File: config.mk
export PLATFORM = sky130hd
export DESIGN_NAME = imm_dec_ctrl
export DESIGN_NICKNAME = d
export VERILOG_FILES = /design/src/rtl/imm_dec_ctrl.sv
export SDC_FILE = /design/constraint.sdc
export NUM_CORES = 1
export LEC_CHECK = 0
export CORE_UTILIZATION = 46
export CTS_CLUSTER_SIZE = 28
export DETAILED_ROUTE_END_ITERATION = 8
export PLACE_DENSITY_LB_ADDON = 0.2
export RECOVER_POWER = 50
export SLEW_MARGIN = 20
export SYNTH_ARGS = -nofsm -noshare
export SYNTH_HDL_FRONTEND = slang
export SYNTH_SLANG_ARGS = --single-unit
File: constraint.sdc
create_clock -name clk -period 2.4 [get_ports clk]
set_clock_uncertainty 0.2 [all_clocks]
set_input_delay 0.48 -clock clk [delete_from_list [all_inputs] [get_ports clk]]
set_output_delay 0.48 -clock clk [all_outputs]
set_load 0.03 [all_outputs]
File: src/rtl/imm_dec_ctrl.sv
// imm_dec_ctrl: RV32I immediate-decode stage with output register plus skid register and issue counter
module imm_dec_ctrl #(
  parameter int CNT_W = 16
) (
  input  logic             clk,
  input  logic             rst,
  input  logic             in_valid,
  output logic             in_ready,
  input  logic [31:0]      in_instr,
  input  logic [31:0]      in_pc,
  input  logic             flush,
  output logic             out_valid,
  input  logic             out_ready,
  output logic [31:0]      out_instr,
  output logic [31:0]      out_pc,
  output logic [5:0]       out_extop,
  output logic [4:0]       out_iimm_shamt,
  output logic [11:0]      out_iimm,
  output logic [11:0]      out_simm,
  output logic [11:0]      out_bimm,
  output logic [19:0]      out_uimm,
  output logic [19:0]      out_jimm,
  output logic             out_illegal,
  output logic [CNT_W-1:0] issue_cnt
);
  typedef enum logic [1:0] {EMPTY, ONE, TWO} state_t;
  state_t state, nxt;
  logic acc, con;
  logic [6:0] op;
  logic [2:0] f3;
  logic [5:0] in_extop, skid_extop;
  logic in_illegal, skid_illegal;
  logic [31:0] skid_instr, skid_pc;
  assign op = in_instr[6:0];
  assign f3 = in_instr[14:12];
  always_comb begin
    in_extop = (op == 7'b0010011 && (f3 == 3'b001 || f3 == 3'b101)) ? 6'b100000 :
               (op == 7'b0010011 || op == 7'b0000011 || op == 7'b1100111) ? 6'b010000 :
               (op == 7'b0100011) ? 6'b001000 :
               (op == 7'b1100011) ? 6'b000100 :
               (op == 7'b0110111 || op == 7'b0010111) ? 6'b000010 :
               (op == 7'b1101111) ? 6'b000001 : 6'b000000;
    in_illegal = (in_extop == 6'b0) && (op != 7'b0110011);
  end
  assign in_ready  = state != TWO;
  assign out_valid = state != EMPTY;
  assign acc = in_valid && in_ready && !flush;
  assign con = out_valid && out_ready && !flush;
  always_comb begin
    nxt = flush ? EMPTY :
          (state == EMPTY) ? (acc ? ONE : EMPTY) :
          (state == ONE) ? ((acc && !con) ? TWO : (!acc && con) ? EMPTY : ONE) :
          (con ? ONE : TWO);
  end
  always_ff @(posedge clk) begin
    if (rst) state <= EMPTY;
    else state <= nxt;
  end
  always_ff @(posedge clk) begin
    if (rst) begin
      out_instr    <= '0;
      out_pc       <= '0;
      out_extop    <= '0;
      out_illegal  <= 1'b0;
      skid_instr   <= '0;
      skid_pc      <= '0;
      skid_extop   <= '0;
      skid_illegal <= 1'b0;
      issue_cnt    <= '0;
    end else begin
      if (acc && (state == EMPTY || con)) begin
        out_instr   <= in_instr;
        out_pc      <= in_pc;
        out_extop   <= in_extop;
        out_illegal <= in_illegal;
      end else if (con && state == TWO) begin
        out_instr   <= skid_instr;
        out_pc      <= skid_pc;
        out_extop   <= skid_extop;
        out_illegal <= skid_illegal;
      end
      if (acc && state == ONE && !con) begin
        skid_instr   <= in_instr;
        skid_pc      <= in_pc;
        skid_extop   <= in_extop;
        skid_illegal <= in_illegal;
      end
      if (con) issue_cnt <= issue_cnt + 1'b1;
    end
  end
  assign out_iimm_shamt = out_instr[24:20];
  assign out_iimm       = out_instr[31:20];
  assign out_simm       = {out_instr[31:25], out_instr[11:7]};
  assign out_bimm       = {out_instr[31], out_instr[7], out_instr[30:25], out_instr[11:8]};
  assign out_uimm       = out_instr[31:12];
  assign out_jimm       = {out_instr[31], out_instr[19:12], out_instr[20], out_instr[30:21]};
endmodule

## Word level (Yosys, flattened, before mapping)

Index checks and enable logic that the tools add are counted.

- Word-level logic and storage cells: 70
- Flip-flop bits (word level): 160

- Add/subtract/negate cells: 1
- Equality and inequality tests: 14
- Multiplexer cells: 20
- Reductions and logical operators: 25

Operators with widths:

| cell | number |
|---|---|
| 2-to-1 mux 32 bit | 4 |
| == test 7 bit, second input constant | 3 |
| 2-to-1 mux 6 bit | 3 |
| adder 16 x 1 -> 16 bit, second input constant | 1 |
| == test 7 x 5 -> 1 bit, second input constant | 2 |
| == test 7 x 6 -> 1 bit, second input constant | 2 |
| logical AND 1 bit | 12 |
| 2-to-1 mux 2 bit | 5 |
| == test 7 x 2 -> 1 bit, second input constant | 1 |
| inequality test 7 x 6 -> 1 bit, second input constant | 1 |
| zero test 6 bit | 1 |
| logical OR 1 bit | 5 |
| 2-to-1 mux 1 bit | 5 |
| 2-to-1 mux 5 bit | 1 |
| 2-to-1 mux 4 bit | 1 |
| nonzero test 2 bit | 2 |
| == test 3 x 1 -> 1 bit, second input constant | 1 |
| == test 3 bit, second input constant | 1 |
| zero test 1 bit | 3 |
| 2-to-1 mux 3 bit | 1 |
| == test 2 x 1 -> 1 bit, second input constant | 1 |
| == test 2 bit, second input constant | 1 |
| zero test 2 bit | 1 |
| inequality test 2 bit, second input constant | 1 |
| OR reduction 2 bit | 1 |

## Logic depth before layout (Yosys ltp)

Gate-level depths: netlist (run 1).

- Depth after elaboration: 10
- Mapped depth: 8
- Mapped depth without buffers: 7

## Worst setup path after synthesis (run 1)

No wires, ideal clock.

- Kind: register -> register
- Start point: register issue_cnt[0]
- End point: register issue_cnt[14]
- Required time: 2.129 ns
- Stages on the path, launching flop included: 6
- Buffers on the path: 0
- Slack: 0.269 ns
- Period minus slack after synthesis: 2.131 ns
- Arrival time: 1.860 ns
- Cell sequence: dfxtp_1 -> ha_1 -> nand2_1 -> or3_4 -> or4_1 -> a21oi_1

- Cells in the longest elaborated chain, start to end: 1

RTL lines:

| item | line | source |
|---|---|---|
| start, declared | 24 | `output logic [CNT_W-1:0] issue_cnt` |
| start signal, assigned | 88 | `if (con) issue_cnt <= issue_cnt + 1'b1;` |
| adder 16 x 1 -> 16 bit | 88 |  |

Every way passes these cells.
A chain may end at the register's enable or synchronous reset.

## Worst setup path after layout (run 1)

- Start point: input port flush
- End point: register skid_pc[21]

- Cells in the longest elaborated chain, start to end: 4
- Elaborated cells between the ends (all ways): 6
- Classes of those cells: reduce/logical: 6

RTL lines:

| item | line | source |
|---|---|---|
| start, declared | 11 | `input logic flush,` |
| zero test 1 bit (*) | 47, 48 |  |
| logical AND 1 bit, on equally long branches | 47, 48 |  |
| logical AND 1 bit / zero test 1 bit (equally long branches) | 82 | `if (acc && state == ONE && !con) begin` |
| logical AND 1 bit (*) | 82 |  |
| end signal, assigned | 84 | `skid_pc <= in_pc;` |
| end, declared | 33 | `logic [31:0] skid_instr, skid_pc;` |

Every way passes the cells marked *; elsewhere a longest branch is shown, timed or not.

==> results of run 1 <==
==> cells by family (layout without fill, tap and decap cells) <==
group | count (synthesis) | in the layout
fa+ha+maj | 2 | 2
simple gates | 396 | 396
buf+inv | 155 | 325
xor+xnor | 7 | 7
mux | 3 | 3
compound gates | 178 | 178
flops | 160 | 160
==> critical path, cell delays in order <==
cell and delay, ps:
dlygate4sd3_1 560, clkbuf_4 140, nand2b_1 200, or4b_1 570
buf_6 230, nand2_1 100, a21oi_1 60
==> path summary, 6_finish.rpt <==
path / from / to / slack (ps) / depth (start not counted)
setup / recovery: flush / skid_pc[21]$_SDFFE_PP0P_ / 120 / 7
hold / removal: skid_instr[29]$_SDFFE_PP0P_ / skid_instr[29]$_SDFFE_PP0P_ / 250 / 2
setup reg to reg: state[0]$_SDFF_PP0_ / issue_cnt[14]$_SDFFE_PP0P_ / 290 / 5
hold reg to reg: skid_instr[29]$_SDFFE_PP0P_ / skid_instr[29]$_SDFFE_PP0P_ / 250 / 2
==> per-layer routing <==
layer / vias to the layer above / part of all wire (%) / wire, um
li1: 3304 / - / -
met1: 3079 / 44 / 7890
met2: 226 / 49 / 8840
met3: 16 / 6.5 / 1180
met4: 0 / 1.0 / 182
met5: - / 0 / 0
==> power by group <==
part / internal (uW) / switching (uW) / leakage (uW)
logic: 489 / 618 / 0.00183
registers: 2740 / 67.8 / 0.00130
clock network: 1700 / 1090 / 0.000285
==> layout make-up <==
cell class,count,share of cell area (%)
Timing Repair Buffer,288,29.1
Sequential cell,160,32.3
Tap cell,184,2.32
Inverter,5,0.189
Clock buffer,20,4.60
Clock inverter,12,1.60
Multi-Input combinational cell,586,29.9
==> stage by stage <==
| step | total power [uW] | std cells | hold WS (ps) |
|---|---|---|---|
| after global placement | 3980 | 1223 | 241 |
| after CTS | 6770 | 1255 | 255 |
| final | 6700 | 1255 | 254 |
| after detailed placement | 3990 | 1223 | 246 |
| after global routing | 6950 | 1255 | 269 |
| after floorplan | 3540 | 901 | 232 |
==> synth_stat cells (2+ instances only) <==
library cell / count / area share, %
nor4b_1: 2 / 0.25
o31ai_1: 3 / 0.32
nand2_1: 263 / 14
mux2_2: 2 / 0.32
or3_4: 2 / 0.32
a21oi_1: 91 / 6.4
xnor2_1: 5 / 0.62
xor2_1: 2 / 0.25
or4_1: 3 / 0.32
a211oi_1: 3 / 0.32
inv_1: 5 / 0.27
nand3_1: 19 / 1.3
ha_1: 2 / 0.35
and3b_1: 2 / 0.25
o21ai_0: 6 / 0.42
dfxtp_1: 160 / 45
nor2b_1: 4 / 0.35
nor4_1: 6 / 0.53
clkbuf_1: 44 / 2.3
buf_4: 81 / 8.6
a311oi_1: 58 / 7.2
a22oi_1: 11 / 1.2
nand2b_1: 4 / 0.35
nor2_1: 69 / 3.7
or3_1: 8 / 0.71
nand4_1: 6 / 0.53
buf_2: 23 / 1.6
==> sequential cells by signal, indices dropped and copies added (netlist names) <==
register,flops
out_instr,32
skid_pc,32
out_extop,6
out_illegal,1
issue_cnt,16
out_pc,32
skid_extop,6
state,2
skid_illegal,1
skid_instr,32
==> flow_summary_export.csv, run 1 <==
group,metric,value,unit
finish,final_common_cell,"nand2_1",
routing,drc,0,
placement,place_area,9380,um2
outcome,status,"finished clean",
timing,slew_headroom,66.9,%
power,irDropWorstVdd,0.000470,V
finish,seq_area,3200,um2
synthesis,muxShareOfSynthArea,0.460,%
floorplanning,die_area,15900,um2
synthesis,seq_area_frac_synth,45.3,%
finish,fillers,1269,
placement,port_buffers,238,
synthesis,synth_flop_cell,"dfxtp_1",
timing,setup_slack,116,ps
setup_path,crit_path_end_kind,"register",
routing,avgRoutedWirePerCell,14.4,um
synthesis,syn_nets,972,
setup_path,arrival,2360,ps
clock_tree,cts_max_path_buffers,2,
timing,timing.final.crit_share,95.2,%
finish,nets,1129,
placement,post-place-ws,-129,ps
placement,dp_hpwl,12600,um
synthesis,ys_types,44,
floorplanning,ios,239,
synthesis,synth_xor_area_share,0.866,%
clock_tree,insertion_delay,410,ps
floorplanning,initial_utilization,48.0,%
global_route,top_usage_layer,"met2",
timing,setup_tns,0,ps
timing,fmax,0.438,GHz
power,total_leakage_power,0.00342,uW
routing,drt-pass1-iter-count,5,
clock_tree,numCtsBuffers,17,
timing,final_hold_viol_count,0,
setup_path,critical_path_class,"primary input to register",
synthesis,synth.yosys.warnings,0,
finish,utilization,67.3,%
synthesis,synthAdderAreaFrac,0.354,%
setup_path,path_max_fanout,31,
synthesis,synth_area_per_cell,7.85,um2
clock_tree,clock-sinks,160,
routing,vias,6625,
floorplanning,rows,44,
global_route,use_met2,38.5,%
clock_tree,post_cts_buffers,0,
synthesis,async_reset_ff_share,0,%
finish,multiInputGateArea,2960,um2
routing,viasPerCell,5.28,
placement,routabilityCongestion,0.762,
timing,rsz0062_at_grt,"no",
global_route,use_met1,28.9,%
timing,max_slew.worst_pin.slew,496,ps
synthesis,synth-simple-area-share,23.5,%
routing,wirelength,18100,um
synthesis,ys_seq_elements,160,
worst_hold_path,hold_class,"register to register",
synthesis,syn_inst,901,
timing,fin_crit,2280,ps
clock_tree,cts_tree,"done",
global_route,grt_remaining_overflow,0,
setup_path,worst_ep_required_time,2480,ps
finish,n_antenna_cell,0,
synthesis,synth_top_family_by_area,"simple AND/OR/NAND/NOR gates",
synthesis,synth_compound_gate_area_share,16.5,%
finish,finalInstanceArea,9920,um2
finish,area_delta_synth_final,40.2,%
floorplanning,die_width,126,um
finish,drive_above_1_share,7.94,%
global_route,antenna_found_initial,0,
clock_tree,cts-resized-gates,4,
clock_tree,cts_root_buf,"clkbuf_16",
synthesis,synth_edf_count,0,
power,p_per_area,675,nW/um2
routing,ant_nets,0,
global_route,grt_max_degree,46,
floorplanning,coreArea,14800,um2
timing,maxSlewViolCount,0,
setup_path,critPathLaunchType,"primary input",
floorplanning,die_h,126,um
global_route,grt_pass1_vias,5999,
global_route,grt_pass1_wl,29700,um
timing,setup_viol,0,
global_route,grt.total_usage,22.9,%
finish,final_cell_mix,"nand2_1, clkdlybuf4s50_1, dfxtp_1",
clock_tree,clk_pin_slew,60,ps
global_route,met3_usage,5.52,%
clock_tree,htree_num_levels,4,
routing,drt_iter0_drc,391,
clock_tree,ctsHoldBuffers,0,
synthesis,netlist_area,7080,um2
run,maxCapViolations,0,
Power figures use the tool's default switching activity.
==> run 2, diff against run 1 <==
ABC_CLOCK_PERIOD_IN_PS = 2400   (was default)
CORE_UTILIZATION = 40   (was 46)
==> run 2 against run 1 <==
Register-to-register slack about the same. Design area increased by 0.54%. First-iteration DRC count is 19% lower. Sequential cell count is the same. Largest cell class unchanged. Largest power group is now the clock network.
==> flow_summary_export.csv, run 2 (synthesis results as in run 1) <==
group,metric,value,unit
outcome,status,"finished clean",
power,total_leakage_power,0.00341,uW
routing,avgRoutedWirePerCell,14.2,um
power,switchingPower,1790,uW
worst_hold_path,hold_class,"register to register",
placement,post-place-ws,-111,ps
placement,port_buffers,238,
timing,maxSlewViolCount,0,
floorplanning,rows,48,
timing,fmax,0.435,GHz
routing,viasPerCell,5.04,
placement,routabilityCongestion,0.747,
timing,setup_viol,0,
finish,n_antenna_cell,0,
setup_path,rrSetupSlack,300,ps
floorplanning,initial_utilization,40.9,%
setup_path,worst_ep_required_time,1720,ps
global_route,grt_pass1_wl,30000,um
global_route,grt_pass1_vias,5838,
routing,ant_nets,0,
power,p_per_area,679,nW/um2
global_route,grt_max_degree,54,
clock_tree,cts_tree,"done",
clock_tree,cts_root_buf,"clkbuf_16",
floorplanning,die_area,18200,um2
setup_path,crit_path_end_kind,"primary output",
setup_path,crit_slowest_cell,"clkdlybuf4s50_1",
setup_path,path_max_fanout,7,
timing,fin_crit,2300,ps
clock_tree,clk_pin_slew,60,ps
timing,max_slew.worst_pin.slew,421,ps
setup_path,r2r.worst_path.cells,5,
clock_tree,htree_num_levels,4,
finish,fillers,1574,
finish,final_cell_mix,"nand2_1, clkdlybuf4s50_1, dfxtp_1",
timing,timing.final.crit_share,95.8,%
finish,drive_above_1_share,7.41,%
power,clkPwrFrac,42.4,%
setup_path,crit_path_start,"out_instr[31]$_SDFFE_PP0P_",
setup_path,r2r-start,"state[0]$_SDFF_PP0_",
setup_path,worst-path-stages,1,
global_route,grt_remaining_overflow,0,
finish,final_common_cell,"nand2_1",
floorplanning,coreArea,17300,um2
placement,dp_hpwl,12500,um
routing,drt-pass1-iter-count,4,
power,p_seq_share,41.4,%
clock_tree,insertion_delay,420,ps
clock_tree,cts_max_path_buffers,2,
setup_path,worstPathCellList,"clkdlybuf4s50_1",
setup_path,cpLargestDelayFamily,"buffers and inverters",
routing,wirelength,18400,um
routing,drc,0,
timing,slew_headroom,71.7,%
setup_path,worstReg2RegEnd,"issue_cnt[14]$_SDFFE_PP0P_",
floorplanning,die_h,135,um
global_route,antenna_found_initial,0,
clock_tree,clock-sinks,160,
timing,final_hold_viol_count,0,
setup_path,critical_path_class,"register to primary output",
routing,vias,6505,
timing,worst_hold_slack,254,ps
finish,area_delta_synth_final,41.0,%
setup_path,arrival,1620,ps
power,swShare,26.4,%
power,p_int,4990,uW
floorplanning,ios,239,
clock_tree,numCtsBuffers,17,
setup_path,cp_slowest_stage_delay,730,ps
routing,drt_iter0_drc,317,
finish,nets,1124,
timing,setup_slack,101,ps
global_route,grt.total_usage,20.6,%
floorplanning,die_width,135,um
timing,rsz0062_at_grt,"no",
setup_path,crit_path_end,"out_uimm[19]",
setup_path,critPathLaunchType,"register",
setup_path,crit_buf_inv,1,
power,irDropWorstVdd,0.000524,V
power,p_comb_share,16.1,%
run,maxCapViolations,0,
## run 2: cell types whose count changed in the layout (fill, tap and decap cells not counted), moves of 2 or more
| cell | change |
|---|---|
| buf_12 | +4 |
| clkdlybuf4s50_1 | +2 |
| buf_6 | -4 |
| clkbuf_2 | +2 |
| dlygate4sd3_1 | -2 |
| clkinvlp_4 | -3 |
| clkinv_2 | +3 |
| clkinv_4 | -2 |
| buf_4 | -4 |
| inv_6 | +2 |
## run 2: stage by stage
| stage | utilization [%] | TNS [ps] | std cells | area [um2] | power (uW) |
|---|---|---|---|---|---|
| global route | 57.7 | 0 | 1291 | 9980 | 7030 |
| global placement | 54.3 | -4190 | 1259 | 9400 | 3970 |
| floorplan | - | 0 | 901 | 7080 | 3540 |
| detailed placement | 54.3 | -6140 | 1259 | 9400 | 3980 |
| CTS | 57.9 | 0 | 1291 | 10000 | 6860 |
| finish | 57.7 | 0 | 1291 | 9980 | 6780 |
## run 2: final cells by class
class,instances,area [um2],share of cell area [%]
Multi-Input combinational cell,586,2960,29.7
Timing Repair Buffer,283,2890,29.0
Clock buffer,19,443,4.44
Sequential cell,160,3200,32.1
Inverter,5,18.8,0.188
Clock inverter,13,181,1.82
Tap cell,225,282,2.82
## run 2: timing repair
action                                  4_1_cts  5_1_grt
buffers inserted                              0        0
endpoints found under the setup margin        2        0
hold buffers                                  0        0
hold endpoints to repair                      0        0
resized for setup                             3        0
## run 2: worst min-delay path: stages, from the launching register on
cell and delay [ps]:
dfxtp_1 310, nand2_1 50, a21oi_1 50
## run 2: worst min-delay path by stage
| stage | startpoint | endpoint | slack [ps] | cells after the start |
|---|---|---|---|---|
| detailed placement | skid_pc[10]$_SDFFE_PP0P_ | skid_pc[10]$_SDFFE_PP0P_ | 250 | 2 |
| CTS | rst | skid_instr[0]$_SDFFE_PP0P_ | 250 | 2 |
| global route | skid_instr[22]$_SDFFE_PP0P_ | skid_instr[22]$_SDFFE_PP0P_ | 270 | 2 |
| global placement | skid_instr[12]$_SDFFE_PP0P_ | skid_instr[12]$_SDFFE_PP0P_ | 240 | 2 |
| floorplan | skid_extop[4]$_SDFFE_PP0P_ | skid_extop[4]$_SDFFE_PP0P_ | 230 | 2 |
| finish | skid_instr[19]$_SDFFE_PP0P_ | skid_instr[19]$_SDFFE_PP0P_ | 250 | 2 |
## run 2: power by group through the flow
| stage | Combinational (uW) | Sequential [uW] | Clock, uW |
|---|---|---|---|
| after CTS | 1110 | 2810 | 2940 |
| final | 1090 | 2810 | 2880 |
| after global routing | 1160 | 2820 | 3050 |
| after global placement | 1100 | 2870 | 0 |
| after detailed placement | 1110 | 2870 | 0 |
| after floorplan | 529 | 3010 | 0 |
## run 2: layer usage
metal | track usage (%) | vias up | wire, um
li1 | - | 3289 | -
met1 | 26.1 | 3001 | 8200
met2 | 34.5 | 200 | 8830
met3 | 5.59 | 15 | 1190
met4 | 4.87 | 0 | 161
met5 | 0 | - | 0
